[src/rtl/sr_flag_arbiter_if.sv]
// rtl/sr_flag_arbiter_if.sv - request/grant and flag-bank bundle for sr_flag_arbiter
interface sr_flag_arbiter_if #(
    parameter int N_REQ   = 4,
    parameter int N_FLAGS = 8
);
    localparam int IDX_W = ($clog2(N_FLAGS) > 1) ? $clog2(N_FLAGS) : 1;

    logic [N_REQ-1:0]       req;
    logic [N_REQ-1:0]       op;
    logic [N_REQ*IDX_W-1:0] idx;
    logic [N_REQ-1:0]       gnt;
    logic [N_FLAGS-1:0]     flags;
    logic                   err;

    modport master (
        output req, op, idx,
        input  gnt, flags, err
    );

    modport slave (
        input  req, op, idx,
        output gnt, flags, err
    );
endinterface

[src/rtl/sr_flag_arbiter.sv]
// rtl/sr_flag_arbiter.sv - round-robin set/clear arbiter over a flag bank (optional auto-clear: SR_FLAG_AUTOCLR_EN)
module sr_flag_arbiter #(
    parameter int N_REQ       = 4,
    parameter int N_FLAGS     = 8,
    parameter int HOLD_CYCLES = 16
) (
    input  logic             clk,
    input  logic             rst_n,
    sr_flag_arbiter_if.slave bus
);
    localparam int IDX_W = ($clog2(N_FLAGS) > 1) ? $clog2(N_FLAGS) : 1;
    localparam int PTR_W = ($clog2(N_REQ) > 1) ? $clog2(N_REQ) : 1;

    // Parameter sanity checks at elaboration
    if (N_REQ < 2) begin : g_bad_nreq
        $error("sr_flag_arbiter: N_REQ must be >= 2");
    end
    if (N_FLAGS < 1) begin : g_bad_nflags
        $error("sr_flag_arbiter: N_FLAGS must be >= 1");
    end
    if (HOLD_CYCLES < 1) begin : g_bad_hold
        $error("sr_flag_arbiter: HOLD_CYCLES must be >= 1");
    end

    logic [PTR_W-1:0]   ptr;
    logic               win_valid;
    logic [PTR_W-1:0]   win_id;
    logic [N_REQ-1:0]   gnt_int;
    logic               grant_any;
    logic               g_op;
    logic [IDX_W-1:0]   g_idx;
    logic               in_range;
    logic [N_FLAGS-1:0] hit;
    logic [N_FLAGS-1:0] flags_q;
    logic               err_q;

    // Round-robin scan starting at ptr; descending loop so the closest requester to ptr wins
    always_comb begin
        int cand;
        win_valid = 1'b0;
        win_id    = '0;
        cand      = 0;
        for (int k = N_REQ - 1; k >= 0; k--) begin
            cand = int'(ptr) + k;
            if (cand >= N_REQ) begin
                cand = cand - N_REQ;
            end
            if (bus.req[cand]) begin
                win_valid = 1'b1;
                win_id    = PTR_W'(cand);
            end
        end
    end

    // One-hot grant, forced low while reset is asserted
    always_comb begin
        gnt_int = '0;
        for (int i = 0; i < N_REQ; i++) begin
            gnt_int[i] = rst_n & win_valid & (win_id == PTR_W'(i));
        end
    end

    assign grant_any = |gnt_int;
    assign bus.gnt   = gnt_int;

    // Select the winner's operation and flag index
    always_comb begin
        g_op  = 1'b0;
        g_idx = '0;
        for (int i = 0; i < N_REQ; i++) begin
            if (gnt_int[i]) begin
                g_op  = bus.op[i];
                g_idx = bus.idx[i*IDX_W +: IDX_W];
            end
        end
    end

    assign in_range = (int'(g_idx) < N_FLAGS);

    // Decode the single flag touched by the granted op (none when out of range)
    always_comb begin
        hit = '0;
        for (int i = 0; i < N_FLAGS; i++) begin
            hit[i] = grant_any & in_range & (g_idx == IDX_W'(i));
        end
    end

    // Pointer moves just past the winner; unchanged when nobody is granted
    always_ff @(posedge clk or negedge rst_n) begin
        if (!rst_n) begin
            ptr <= '0;
        end else if (grant_any) begin
            if (win_id == PTR_W'(N_REQ - 1)) begin
                ptr <= '0;
            end else begin
                ptr <= win_id + PTR_W'(1);
            end
        end
    end

    // Error pulse for a granted op whose index lies outside the flag bank
    always_ff @(posedge clk or negedge rst_n) begin
        if (!rst_n) begin
            err_q <= 1'b0;
        end else begin
            err_q <= grant_any & ~in_range;
        end
    end

`ifdef SR_FLAG_AUTOCLR_EN
    localparam int CNT_W = ($clog2(HOLD_CYCLES + 1) > 1) ? $clog2(HOLD_CYCLES + 1) : 1;

    logic [CNT_W-1:0] cnt [N_FLAGS];

    // Explicit op wins; otherwise a set flag counts down its hold and clears when it runs out
    always_ff @(posedge clk or negedge rst_n) begin
        if (!rst_n) begin
            flags_q <= '0;
            for (int i = 0; i < N_FLAGS; i++) begin
                cnt[i] <= '0;
            end
        end else begin
            for (int i = 0; i < N_FLAGS; i++) begin
                if (hit[i]) begin
                    flags_q[i] <= g_op;
                    cnt[i]     <= g_op ? CNT_W'(HOLD_CYCLES) : '0;
                end else if (flags_q[i]) begin
                    if (cnt[i] <= CNT_W'(1)) begin
                        flags_q[i] <= 1'b0;
                        cnt[i]     <= '0;
                    end else begin
                        cnt[i] <= cnt[i] - CNT_W'(1);
                    end
                end
            end
        end
    end
`else
    // Flags persist until an explicit clear or reset
    always_ff @(posedge clk or negedge rst_n) begin
        if (!rst_n) begin
            flags_q <= '0;
        end else begin
            for (int i = 0; i < N_FLAGS; i++) begin
                if (hit[i]) begin
                    flags_q[i] <= g_op;
                end
            end
        end
    end
`endif

    assign bus.flags = flags_q;
    assign bus.err   = err_q;

endmodule

[src/flat_wrapper.sv]
// flat-port wrapper written by rule: the top's interface ports become plain ports
module sr_flag_arbiter_flat 
#(
    parameter int N_REQ       = 4,
    parameter int N_FLAGS     = 8,
    parameter int HOLD_CYCLES = 16
)
  (clk, rst_n, bus_req, bus_op, bus_idx, bus_gnt, bus_flags, bus_err);
  sr_flag_arbiter_if #(.N_REQ(N_REQ), .N_FLAGS(N_FLAGS)) bus_i ();
  input  logic clk;
  input  logic rst_n;
  input wire logic [$bits(bus_i.req)-1:0] bus_req;
  input wire logic [$bits(bus_i.op)-1:0] bus_op;
  input wire logic [$bits(bus_i.idx)-1:0] bus_idx;
  output wire logic [$bits(bus_i.gnt)-1:0] bus_gnt;
  output wire logic [$bits(bus_i.flags)-1:0] bus_flags;
  output wire logic [$bits(bus_i.err)-1:0] bus_err;
  assign bus_i.req = bus_req;
  assign bus_i.op = bus_op;
  assign bus_i.idx = bus_idx;
  assign bus_gnt = bus_i.gnt;
  assign bus_flags = bus_i.flags;
  assign bus_err = bus_i.err;
  sr_flag_arbiter #(.N_REQ(N_REQ), .N_FLAGS(N_FLAGS), .HOLD_CYCLES(HOLD_CYCLES)) u_core (.clk(clk), .rst_n(rst_n), .bus(bus_i));
endmodule
[config.mk]
export PLATFORM = sky130hd
export DESIGN_NAME = sr_flag_arbiter_flat
export DESIGN_NICKNAME = d
export VERILOG_FILES = /design/src/rtl/sr_flag_arbiter_if.sv /design/src/rtl/sr_flag_arbiter.sv /design/src/flat_wrapper.sv
export SDC_FILE = /design/constraint.sdc
export NUM_CORES = 1
export LEC_CHECK = 0
export BUFFER_PORTS_ARGS = -buffer_cell sky130_fd_sc_hd__buf_2
export CAP_MARGIN = 40
export CORE_AREA = 2 2 45 47
export DETAILED_ROUTE_END_ITERATION = 8
export DIE_AREA = 0 0 47 49
export HOLD_SLACK_MARGIN = 0.06
export PLACE_DENSITY = 0.82
export RECOVER_POWER = 50
export SETUP_SLACK_MARGIN = 0.05
export SLEW_MARGIN = 25
export SYNTH_ARGS = -nofsm -noshare
export SYNTH_HDL_FRONTEND = slang
export SYNTH_SLANG_ARGS = --single-unit
[constraint.sdc]
create_clock -name clk -period 2.8 [get_ports clk]
set_input_delay 0.14 -clock clk [delete_from_list [all_inputs] [get_ports clk]]
set_output_delay 0.14 -clock clk [all_outputs]
set_load 0.01 [all_outputs]
==> impl_metrics.json <==
{
  "status": "complete, no violations",
  "htreeDepth": 1,
  "diodes": 0,
  "regArea_sq_um": 250.2,
  "r2r_slack_ns": 0.18,
  "vias": 736,
  "fin_crit_sh": 0.9374,
  "arrival_ns": 2.78,
  "nets": 143,
  "final_util": 0.5836,
  "wl_per_cell_um": 12.76,
  "crit_start": "u_core.ptr[0]",
  "synth_top_family_by_area": "simple AND/OR/NAND/NOR gates",
  "port_buffers": 33,
  "synthAdderAreaFrac": 0.06441,
  "use_met2": 0.2648,
  "cp-end-kind": "flip-flop",
  "grt_use_met3": 0.05556,
  "synth.area.mux_share": 0.1208,
  "ir_drop_v": 0.0004341,
  "min_from": "bus_req[1]",
  "syn_area_sq_um": 777.0,
  "fillers": 172,
  "syn_nets": 104,
  "multi_input_area_sq_um": 558.0,
  "postSynth.asyncResetShare": 1.000,
  "antenna_found_initial": 0,
  "drc": 0,
  "yosys_warnings": 0,
  "cp_max_fo": 5,
  "finClkSkew_ns": 0.006380,
  "finalHoldViolations": 0,
  "powerDensity_nw_per_um2": 896.3,
  "grt_usage": 0.1530,
  "power.leakage_nw": 0.5070,
  "first_iter_violations": 4,
  "min_path_type": "input pin to flip-flop",
  "synth_area_leaders": "dfrtp_1 32%, mux2_1 7.2%, ha_1 6.4%, a221oi_2 5.8%, o22ai_1 4.0%",
  "synth_compound_area_frac": 0.2206,
  "synth_cells": 78,
  "rows": 16,
  "finalWeightedCongestion": 0.7917,
  "io_pins": 35,
  "hold_end": "u_core.ptr[1]",
  "cts_sinks": 10,
  "crit_family": "compound AO/OA/AOI/OAI gates",
  "rsz0062_at_grt": "no",
  "dp_hpwl_um": 1348,
  "ant_nets": 0,
  "cp.required_ns": 2.95,
  "grt_pass1_vias": 698,
  "ys.flop_type": "dfrtp_1",
  "busiest_layer": "met2",
  "cts_buffer_depth": 2,
  "grt_overflow_total": 0,
  "grt_pass1_wl_um": 2649,
  "reg2reg_depth": 11,
  "dr.pass1.iters": 4,
  "fin_tns_setup_ns": 0,
  "start_util": 0.4219,
  "area_growth_pct": 38.33,
  "synth_top_area_frac": 0.3221,
  "setup.worst_path.start_class": "flip-flop",
  "drt_wl_total_um": 1825,
  "synth_edf_count": 0,
  "syn_area_per_cell_sq_um": 9.961,
  "worst_path_max_delay_cell": "dfrtp_1",
  "final_cell_count_no_fill": 143,
  "grt_max_degree": 13,
  "synth_largest_area_cell": "dfrtp_1",
  "place_inst": 137,
  "finalSetupViolCount": 0,
  "cts_tree": "done",
  "relSlewSlack": 0.5558,
  "synth_cell_types": 32,
  "maxCapViolCount": 0,
  "clock.fmax_mhz": 381.0,
  "die_h_um": 49,
  "tightestPinTransition_ns": 0.6663,
  "die_area_sq_um": 2303,
  "core_sq_um": 1842,
  "fp.dieW_um": 47,
  "path_cells": "nor2b_1 -> a21oi_1 -> o22ai_1 -> a21oi_2 -> inv_1 -> ha_1 -> or2_4 -> a221oi_4 -> o21ai_1 -> nor3_1 -> mux2_2",
  "root_buffer": "clkbuf_4",
  "synth-simple-area-share": 0.2287,
  "drv_slew": 0,
  "path_buf_inv": 1,
  "synth_xor_area_frac": 0,
  "r2r-start": "u_core.ptr[0]",
  "cpPeakStageDelay_ns": 0.37,
  "critPathKind": "flip-flop to flip-flop",
  "ys_seq_area_frac": 0.3221,
  "ys_seq_elements": 10,
  "clk_pin_slew_ns": 0.07,
  "reg2reg_to": "u_core.bus.flags[0]",
  "min_path_cells": 4,
  "groute.layer.met1.usage": 0.1827,
  "viasPerCell": 5.147,
  "clkLatencyLatePin_ns": 0.27,
  "cts_inserted_buffers": 3,
  "fin_crit_ns": 2.625,
  "drive_above_1_share": 0.4310
}
cell usage in the layout (no fill, tap or decap), types with 2 or more instances in the layout:
cell / instances
a221oi_4: 3
o22ai_1: 5
nand3b_1: 2
buf_2: 26
inv_1: 6
mux2_2: 2
clkbuf_4: 3
clkbuf_1: 7
a21oi_1: 2
nand3_1: 3
nand2_1: 7
nand2b_1: 2
a21oi_2: 2
dfrtp_1: 10
mux2_1: 5
nor2_1: 2
ha_1: 3
and2_1: 2
nor3b_2: 2
cell usage after synthesis, drive strengths merged, types with 2 or more instances:
library cell,number
nor3,2
nor3b,2
and2,3
a221oi,3
nand3,3
nand2,7
nor2,4
nand2b,2
o21ai,2
nand3b,2
ha,4
nor2b,2
a21oi,4
dfrtp,10
o22ai,5
inv,6
mux2,8
routing by layer:
layer	share of wire	up-vias
met5	0	-
met4	0.0044	0
met3	0.046	2
met2	0.53	21
met1	0.42	352
li1	-	361
sequential cells by signal, summed over array words and instances, names as in the netlist:
| signal | cells |
|---|---|
| u_core.bus.flags | 8 |
| u_core.ptr | 2 |
area by class of cell:
cell class | count | area share
Clock buffer | 4 | 0.03376
Inverter | 6 | 0.02095
Multi-Input combinational cell | 61 | 0.5192
Sequential cell | 10 | 0.2328
Tap cell | 27 | 0.03143
Timing Repair Buffer | 35 | 0.1618
what timing repair did:
item	4_1_cts	5_1_grt
endpoints found under the hold margin	10	0
endpoints found under the setup margin	0	8
gates resized for setup	0	10
buffers inserted	0	1
hold buffers	1	0
cells by family after synthesis:
kind of cell             count (synthesis)
flip-flops                              10
adder cells (fa/ha/maj)                  4
other                                    1
AND/OR/NAND/NOR                         29
AO/OA/AOI/OAI                           19
multiplexers                             8
buffers and inverters                    7
worst max path at each step:
stage                                     end  slack [ns]  cells past startpoint
final                     u_core.bus.flags[0]        0.18                     11
after CTS                 u_core.bus.flags[0]        0.05                     11
after detailed placement  u_core.bus.flags[0]        0.07                     11
after floorplan           u_core.bus.flags[1]        0.39                     11
after global routing      u_core.bus.flags[0]        0.05                     11
after global placement    u_core.bus.flags[1]        0.24                     11
through the flow:
step / cell area [sq um] / power (W) / worst slack (ns) / hold slack [ns]
3_3_place_gp: 968.4 / 0.0007317 / 0.2435 / 0.03086
6_report: 1075 / 0.0009633 / 0.1753 / 0.2805
5_1_grt: 1075 / 0.001038 / 0.05167 / 0.3127
3_5_place_dp: 968.4 / 0.0007490 / 0.07288 / 0.03561
2_1_floorplan: 777.0 / 0.0006066 / 0.3850 / -0.1556
4_1_cts: 1015 / 0.0008845 / 0.05421 / 0.2632
tightest hold or removal path, stage by stage:
cell     delay [ns]
buf_2          0.15
o41ai_4        0.11
nand2_1        0.07
nand2_1        0.05
report_power, final:
group | leakage [nW] | switching, W | total [W] | internal, W
logic | 0.355 | 0.000324 | 0.000587 | 0.000263
registers | 0.131 | 0.0000387 | 0.000245 | 0.000206
clock network | 0.0210 | 0.0000521 | 0.000131 | 0.0000790
Note: power is estimated with default switching activity, not from simulation.
